### config.mk
export PLATFORM = sky130hd
export DESIGN_NAME = uart_tx_arbiter
export DESIGN_NICKNAME = d
export VERILOG_FILES = /design/src/rtl/uart_tx_arbiter.sv
export SDC_FILE = /design/constraint.sdc
export NUM_CORES = 1
export LEC_CHECK = 0
export CORE_MARGIN = 4
export CORE_UTILIZATION = 25
export CTS_BUF_LIST = sky130_fd_sc_hd__clkbuf_4
export DETAILED_ROUTE_END_ITERATION = 16
export PLACE_DENSITY = 0.51
export SLEW_MARGIN = 5
export SYNTH_ARGS = -nofsm -noshare
export SYNTH_HDL_FRONTEND = slang
export SYNTH_SLANG_ARGS = --single-unit
### constraint.sdc
create_clock -name clk -period 4.3 [get_ports clk]
set_input_delay 1.075 -clock clk [delete_from_list [all_inputs] [get_ports clk]]
set_output_delay 1.075 -clock clk [all_outputs]
set_load 0.01 [all_outputs]
### src/rtl/uart_tx_arbiter.sv
// uart_tx_arbiter
// Round-robin arbiter that shares one UART transmitter among NREQ byte
// requesters. It accepts one byte at a time, starts the transmitter, and
// waits for the transmitter's busy flag to rise and then fall. If busy never
// rises within BUSY_TMO cycles, the transfer is dropped and a sticky error
// is flagged.
//
// Optional feature: define UART_ARB_LOCK_EN to let the current owner keep
// the grant across bytes while it holds req_lock.
//
// Parameters
//   NREQ      number of requesters (2..8)
//   BUSY_TMO  max WAIT_BUSY cycles before timeout (1..255)
//
// Ports
//   clk            clock, rising edge
//   rst            asynchronous active-high reset
//   req_valid      [NREQ]    requester i has a byte pending
//   req_data       [8*NREQ]  byte of requester i at [8i+7:8i]
//   req_lock       [NREQ]    requester i asks to keep the grant (lock build only)
//   req_ready      [NREQ]    one-hot accept strobe, combinational in IDLE
//   uart_transmit  one-cycle start strobe to the transmitter
//   uart_tx_byte   [8]       byte to the transmitter, stable until back in IDLE
//   uart_tx_busy   transmitter is sending
//   grant          [NREQ]    one-hot current owner
//   arb_busy       high whenever the FSM is not IDLE
//   tmo_err        sticky busy-timeout flag
//   err_clr        clears tmo_err (a timeout in the same cycle wins)
module uart_tx_arbiter #(
    parameter int unsigned NREQ     = 4,
    parameter int unsigned BUSY_TMO = 15
) (
    input  logic                clk,
    input  logic                rst,
    input  logic [NREQ-1:0]     req_valid,
    input  logic [8*NREQ-1:0]   req_data,
    input  logic [NREQ-1:0]     req_lock,
    output logic [NREQ-1:0]     req_ready,
    output logic                uart_transmit,
    output logic [7:0]          uart_tx_byte,
    input  logic                uart_tx_busy,
    output logic [NREQ-1:0]     grant,
    output logic                arb_busy,
    output logic                tmo_err,
    input  logic                err_clr
);

    localparam int unsigned OW = $clog2(NREQ);
    localparam int unsigned CW = $clog2(BUSY_TMO + 1);

    typedef enum logic [1:0] {
        IDLE      = 2'd0,
        ISSUE     = 2'd1,
        WAIT_BUSY = 2'd2,
        WAIT_DONE = 2'd3
    } state_t;

    state_t          state;
    state_t          state_nx;
    logic [OW-1:0]   owner;
    logic [OW-1:0]   last_owner;
    logic [OW-1:0]   winner;
    logic [OW-1:0]   cand;
    logic            win_vld;
    logic [NREQ-1:0] win_onehot;
    logic [NREQ-1:0] owner_onehot;
    logic [NREQ-1:0] eligible;
    logic [CW-1:0]   cnt;
    logic [CW-1:0]   cnt_inc;
    logic            tmo_hit;
    logic            done;
    logic            lock_hold;

`ifdef UART_ARB_LOCK_EN
    logic lock;

    // Lock only restricts eligibility while the owner still asserts req_lock;
    // dropping req_lock in IDLE reopens round-robin in that same cycle.
    assign lock_hold = lock && req_lock[owner];
`else
    logic unused_req_lock;

    assign lock_hold       = 1'b0;
    assign unused_req_lock = ^req_lock;
`endif

    assign cnt_inc = cnt + CW'(1);

    always_comb begin
        owner_onehot        = '0;
        owner_onehot[owner] = 1'b1;
    end

    always_comb begin
        eligible = req_valid;
        if (lock_hold) begin
            eligible = req_valid & owner_onehot;
        end
    end

    // Search starts one past the last owner so every requester gets a turn.
    always_comb begin
        winner  = last_owner;
        win_vld = 1'b0;
        cand    = '0;
        for (int unsigned i = 1; i <= NREQ; i++) begin
            cand = OW'((32'(last_owner) + i) % NREQ);
            if (!win_vld && eligible[cand]) begin
                winner  = cand;
                win_vld = 1'b1;
            end
        end
    end

    always_comb begin
        win_onehot         = '0;
        win_onehot[winner] = 1'b1;
    end

    always_ff @(posedge clk or posedge rst) begin
        if (rst) begin
            state <= IDLE;
        end else begin
            state <= state_nx;
        end
    end

    always_comb begin
        state_nx      = state;
        tmo_hit       = 1'b0;
        done          = 1'b0;
        req_ready     = '0;
        uart_transmit = 1'b0;
        arb_busy      = 1'b1;
        case (state)
            IDLE: begin
                arb_busy = 1'b0;
                // Gated by rst so the strobe is low the instant reset asserts,
                // even while requesters keep req_valid high.
                if (win_vld && !rst) begin
                    req_ready = win_onehot;
                end
                if (win_vld) begin
                    state_nx = ISSUE;
                end
            end
            ISSUE: begin
                uart_transmit = 1'b1;
                state_nx      = WAIT_BUSY;
            end
            WAIT_BUSY: begin
                if (uart_tx_busy) begin
                    state_nx = WAIT_DONE;
                end else if (cnt_inc == CW'(BUSY_TMO)) begin
                    tmo_hit  = 1'b1;
                    state_nx = IDLE;
                end
            end
            WAIT_DONE: begin
                if (!uart_tx_busy) begin
                    done     = 1'b1;
                    state_nx = IDLE;
                end
            end
            default: begin
                state_nx = IDLE;
            end
        endcase
    end

    always_ff @(posedge clk or posedge rst) begin
        if (rst) begin
            owner        <= '0;
            last_owner   <= OW'(NREQ - 1);
            grant        <= '0;
            uart_tx_byte <= '0;
            cnt          <= '0;
            tmo_err      <= 1'b0;
`ifdef UART_ARB_LOCK_EN
            lock         <= 1'b0;
`endif
        end else begin
            case (state)
                IDLE: begin
`ifdef UART_ARB_LOCK_EN
                    if (lock && !req_lock[owner]) begin
                        lock <= 1'b0;
                    end
`endif
                    if (win_vld) begin
                        owner        <= winner;
                        grant        <= win_onehot;
                        uart_tx_byte <= req_data[{winner, 3'b000} +: 8];
                    end else if (!lock_hold) begin
                        grant <= '0;
                    end
                end
                ISSUE: begin
                    cnt <= '0;
                end
                WAIT_BUSY: begin
                    if (!uart_tx_busy) begin
                        cnt <= cnt_inc;
                    end
                    // A timed-out transfer gives up ownership entirely,
                    // including any lock; last_owner is left untouched.
                    if (tmo_hit) begin
                        grant <= '0;
`ifdef UART_ARB_LOCK_EN
                        lock  <= 1'b0;
`endif
                    end
                end
                WAIT_DONE: begin
                    if (done) begin
                        last_owner <= owner;
`ifdef UART_ARB_LOCK_EN
                        lock <= req_lock[owner];
                        if (!req_lock[owner]) begin
                            grant <= '0;
                        end
`else
                        grant <= '0;
`endif
                    end
                end
                default: begin
                end
            endcase

            if (tmo_hit) begin
                tmo_err <= 1'b1;
            end else if (err_clr) begin
                tmo_err <= 1'b0;
            end
        end
    end

endmodule

==> flow_summary.json <==
{
  "fin_nets": 241,
  "postCtsSetupBuffers": 0,
  "grt_overflow_total": 0,
  "diodes": 0,
  "yosys_warnings": 0,
  "synth_area_per_cell_sq_um": 10.7,
  "power_density_nw_per_um2": 526,
  "cp.arrival_ns": 3.04,
  "finalSetupViolCount": 0,
  "path_clk_slew_ns": 0.14,
  "cp_cell_sequence": "clkdlybuf4s50_1 -> buf_4 -> inv_1 -> a211oi_1 -> a211oi_2 -> or2_4 -> nor3_1 -> clkdlybuf4s50_1",
  "pre_cts_slack_ns": 0.0347,
  "die_y_um": 83.9,
  "die_x_um": 83.9,
  "synth_area_leader_cell": "dfrtp_1",
  "p_leak_nw": 0.938,
  "ys_seq_area_share_pct": 40.2,
  "crit_type": "input pin to output port",
  "clockBufferDepth": 2,
  "final_layout_size_suffix_gt1_share_pct": 14.9,
  "drc": 0,
  "ys_top_cells_by_area": "dfrtp_1, mux2i_1, o221ai_2",
  "tightestPinTransition_ns": 0.860,
  "reg2reg_from": "last_owner[1]",
  "grt_pass1_vias": 1331,
  "wl_um": 3870,
  "hp-start": "uart_tx_byte[1]",
  "min_period_ns": 4.11,
  "cts-htree-levels": 1,
  "grt_max_degree": 24,
  "synth_cell_types": 38,
  "cp_common_cell": "clkdlybuf4s50_1",
  "groute.layer.met2.usage_pct": 19.5,
  "wl_per_cell_um": 14.6,
  "cp_slowest_cell": "clkdlybuf4s50_1",
  "viasPerCell": 4.76,
  "rsz0062_at_grt": "no",
  "grt_pass1_wl_um": 6620,
  "slew_headroom_pct": 42.6,
  "crit_fanout": 4,
  "endpoint_kind": "output port",
  "cts_root_buffer": "clkbuf_4",
  "max-vdd-ir-drop_uv": 259,
  "tns_ns": 0,
  "die_area_sq_um": 7030,
  "dp_hpwl_um": 3150,
  "ant_nets": 0,
  "use_met1_pct": 15.1,
  "place_congestion": 0.755,
  "layout_worst_path_cycle_share_pct": 95.6,
  "antenna_found_initial": 0,
  "cts_buffers": 3,
  "crit_family": "buffers and inverters",
  "max_cap_violations": 0,
  "hold_ws_ns": 0.500,
  "clk_latency_ns": 0.32,
  "final_cell_mix": "clkdlybuf4s50_1, dfrtp_1, nand2_1",
  "utilization_pct": 38.0,
  "syn_area_sq_um": 1440,
  "vias": 1265,
  "grtUsageTotal_pct": 11.3,
  "initial_core_util_pct": 26.0,
  "cts_sinks": 23,
  "fmax_mhz": 243,
  "top_usage_layer": "met2",
  "worst-path-buf-inv": 4,
  "hold_class": "register to register",
  "hold_buffers": 0,
  "status": "finished clean",
  "drt_iter0_markers": 51,
  "io_buffers": 58,
  "io_pins": 63,
  "area_growth_pct": 46.3,
  "core-area_sq_um": 5540,
  "cts_tree": "built",
  "cp.required_ns": 3.22,
  "slew_viol_final": 0,
  "hold_viol": 0,
  "cpPeakStageDelay_ns": 0.56,
  "skew_ns": 0.0135,
  "synth_top_area_share_pct": 36.5,
  "grt_util_met3_pct": 1.78,
  "layout_commonest_cell": "clkdlybuf4s50_1",
  "ys_ff_latch": 23,
  "filler_cell_count": 572,
  "final.setup.worst_slack_ns": 0.188,
  "worstSetupStartpoint": "req_valid[1]",
  "synth_fp_nets": 180,
  "dr.pass1.iters": 4,
  "synthCells": 134,
  "start_kind": "input pin",
  "fp-row-count": 27
}
## power by group
part	switching [mW]	internal [mW]
Sequential	0.0828	0.312
Combinational	0.291	0.318
Clock	0.0691	0.0355
Total	0.443	0.665
## Yosys cell counts
library cell	number
nor2b_1	4
buf_12	1
mux2_2	2
a22o_1	1
o21ai_0	4
a32o_1	1
dfrtp_1	21
buf_6	2
a211oi_2	1
nor2_1	3
o221ai_1	3
dfstp_2	2
a41o_1	1
nand3_1	2
nor3_2	2
nor3_1	5
o21ai_1	2
o221a_4	1
nand3_2	1
o21ba_2	1
nand2_1	20
a211oi_1	1
mux2i_1	17
o311ai_0	1
ha_1	2
o2bb2ai_2	1
a22oi_2	1
o221ai_2	6
or4_1	1
or2_4	1
or2b_4	1
buf_2	2
a21oi_1	6
o2bb2ai_1	3
and2_1	1
inv_1	7
nor4_1	1
buf_8	2
## timing repair
action	CTS	global route
gates resized for setup	0	4
endpoints found under the hold margin	0	0
endpoints found under the setup margin	0	3
## worst paths after layout
| path | end | slack (ns) | cells past startpoint |
|---|---|---|---|
| hold reg to reg | uart_tx_byte[1] | 0.50 | 2 |
| setup reg to reg | uart_tx_byte[0] | 2.28 | 5 |
| setup / recovery | req_ready[1] | 0.19 | 8 |
| max in group asynchronous | cnt[0] | 2.39 | 2 |
| hold / removal | uart_tx_byte[1] | 0.50 | 2 |
| min in group asynchronous | grant[2] | 1.36 | 2 |
## flip-flops by register name (all words and copies together) (netlist names)
name,cells
state,2
uart_tx_byte,8
owner,2
cnt,4
last_owner,2
grant,4
tmo_err,1
## routing by layer
metal	wire length [um]	part of all wire (%)
met1	1760	45
met2	1960	51
met3	116	3.0
met4	36	0.93
met5	0	0
## metrics by stage
stage	area (sq um)	power (mW)	instances
after floorplan	1440	0.807	134
after global placement	2060	1.00	262
after detailed placement	2060	1.02	262
after CTS	2090	1.13	266
after global routing	2100	1.20	266
final	2100	1.11	266
## tightest hold or removal path, cell delays in order, from the launching register on
cell	delay, ns
dfrtp_1	0.37
nand2_1	0.06
o221ai_2	0.05
## area by class of cell
type | count | area [sq um] | share of cell area, %
timing repair buffer | 63 | 628 | 29.8
clock inverter | 1 | 7.51 | 0.357
clock buffer | 3 | 22.5 | 1.07
multi-input combinational | 97 | 752 | 35.7
inverter | 7 | 26.3 | 1.25
sequential | 23 | 578 | 27.5
tap | 72 | 90.1 | 4.28
## logic make-up (layout without fill, tap and decap cells)
| group | count (synthesis) | count (layout) | share of synthesized area (%) |
|---|---|---|---|
| AOI/OAI and AO/OA | 34 | 34 | 22.1 |
| adders and majority gates | 2 | 2 | 1.74 |
| buffers and inverters | 14 | 74 | 7.57 |
| DFF | 23 | 23 | 40.2 |
| muxes | 19 | 19 | 13.4 |
| and+or+nand+nor | 42 | 42 | 15.0 |
(Power assumes the default switching activity.)
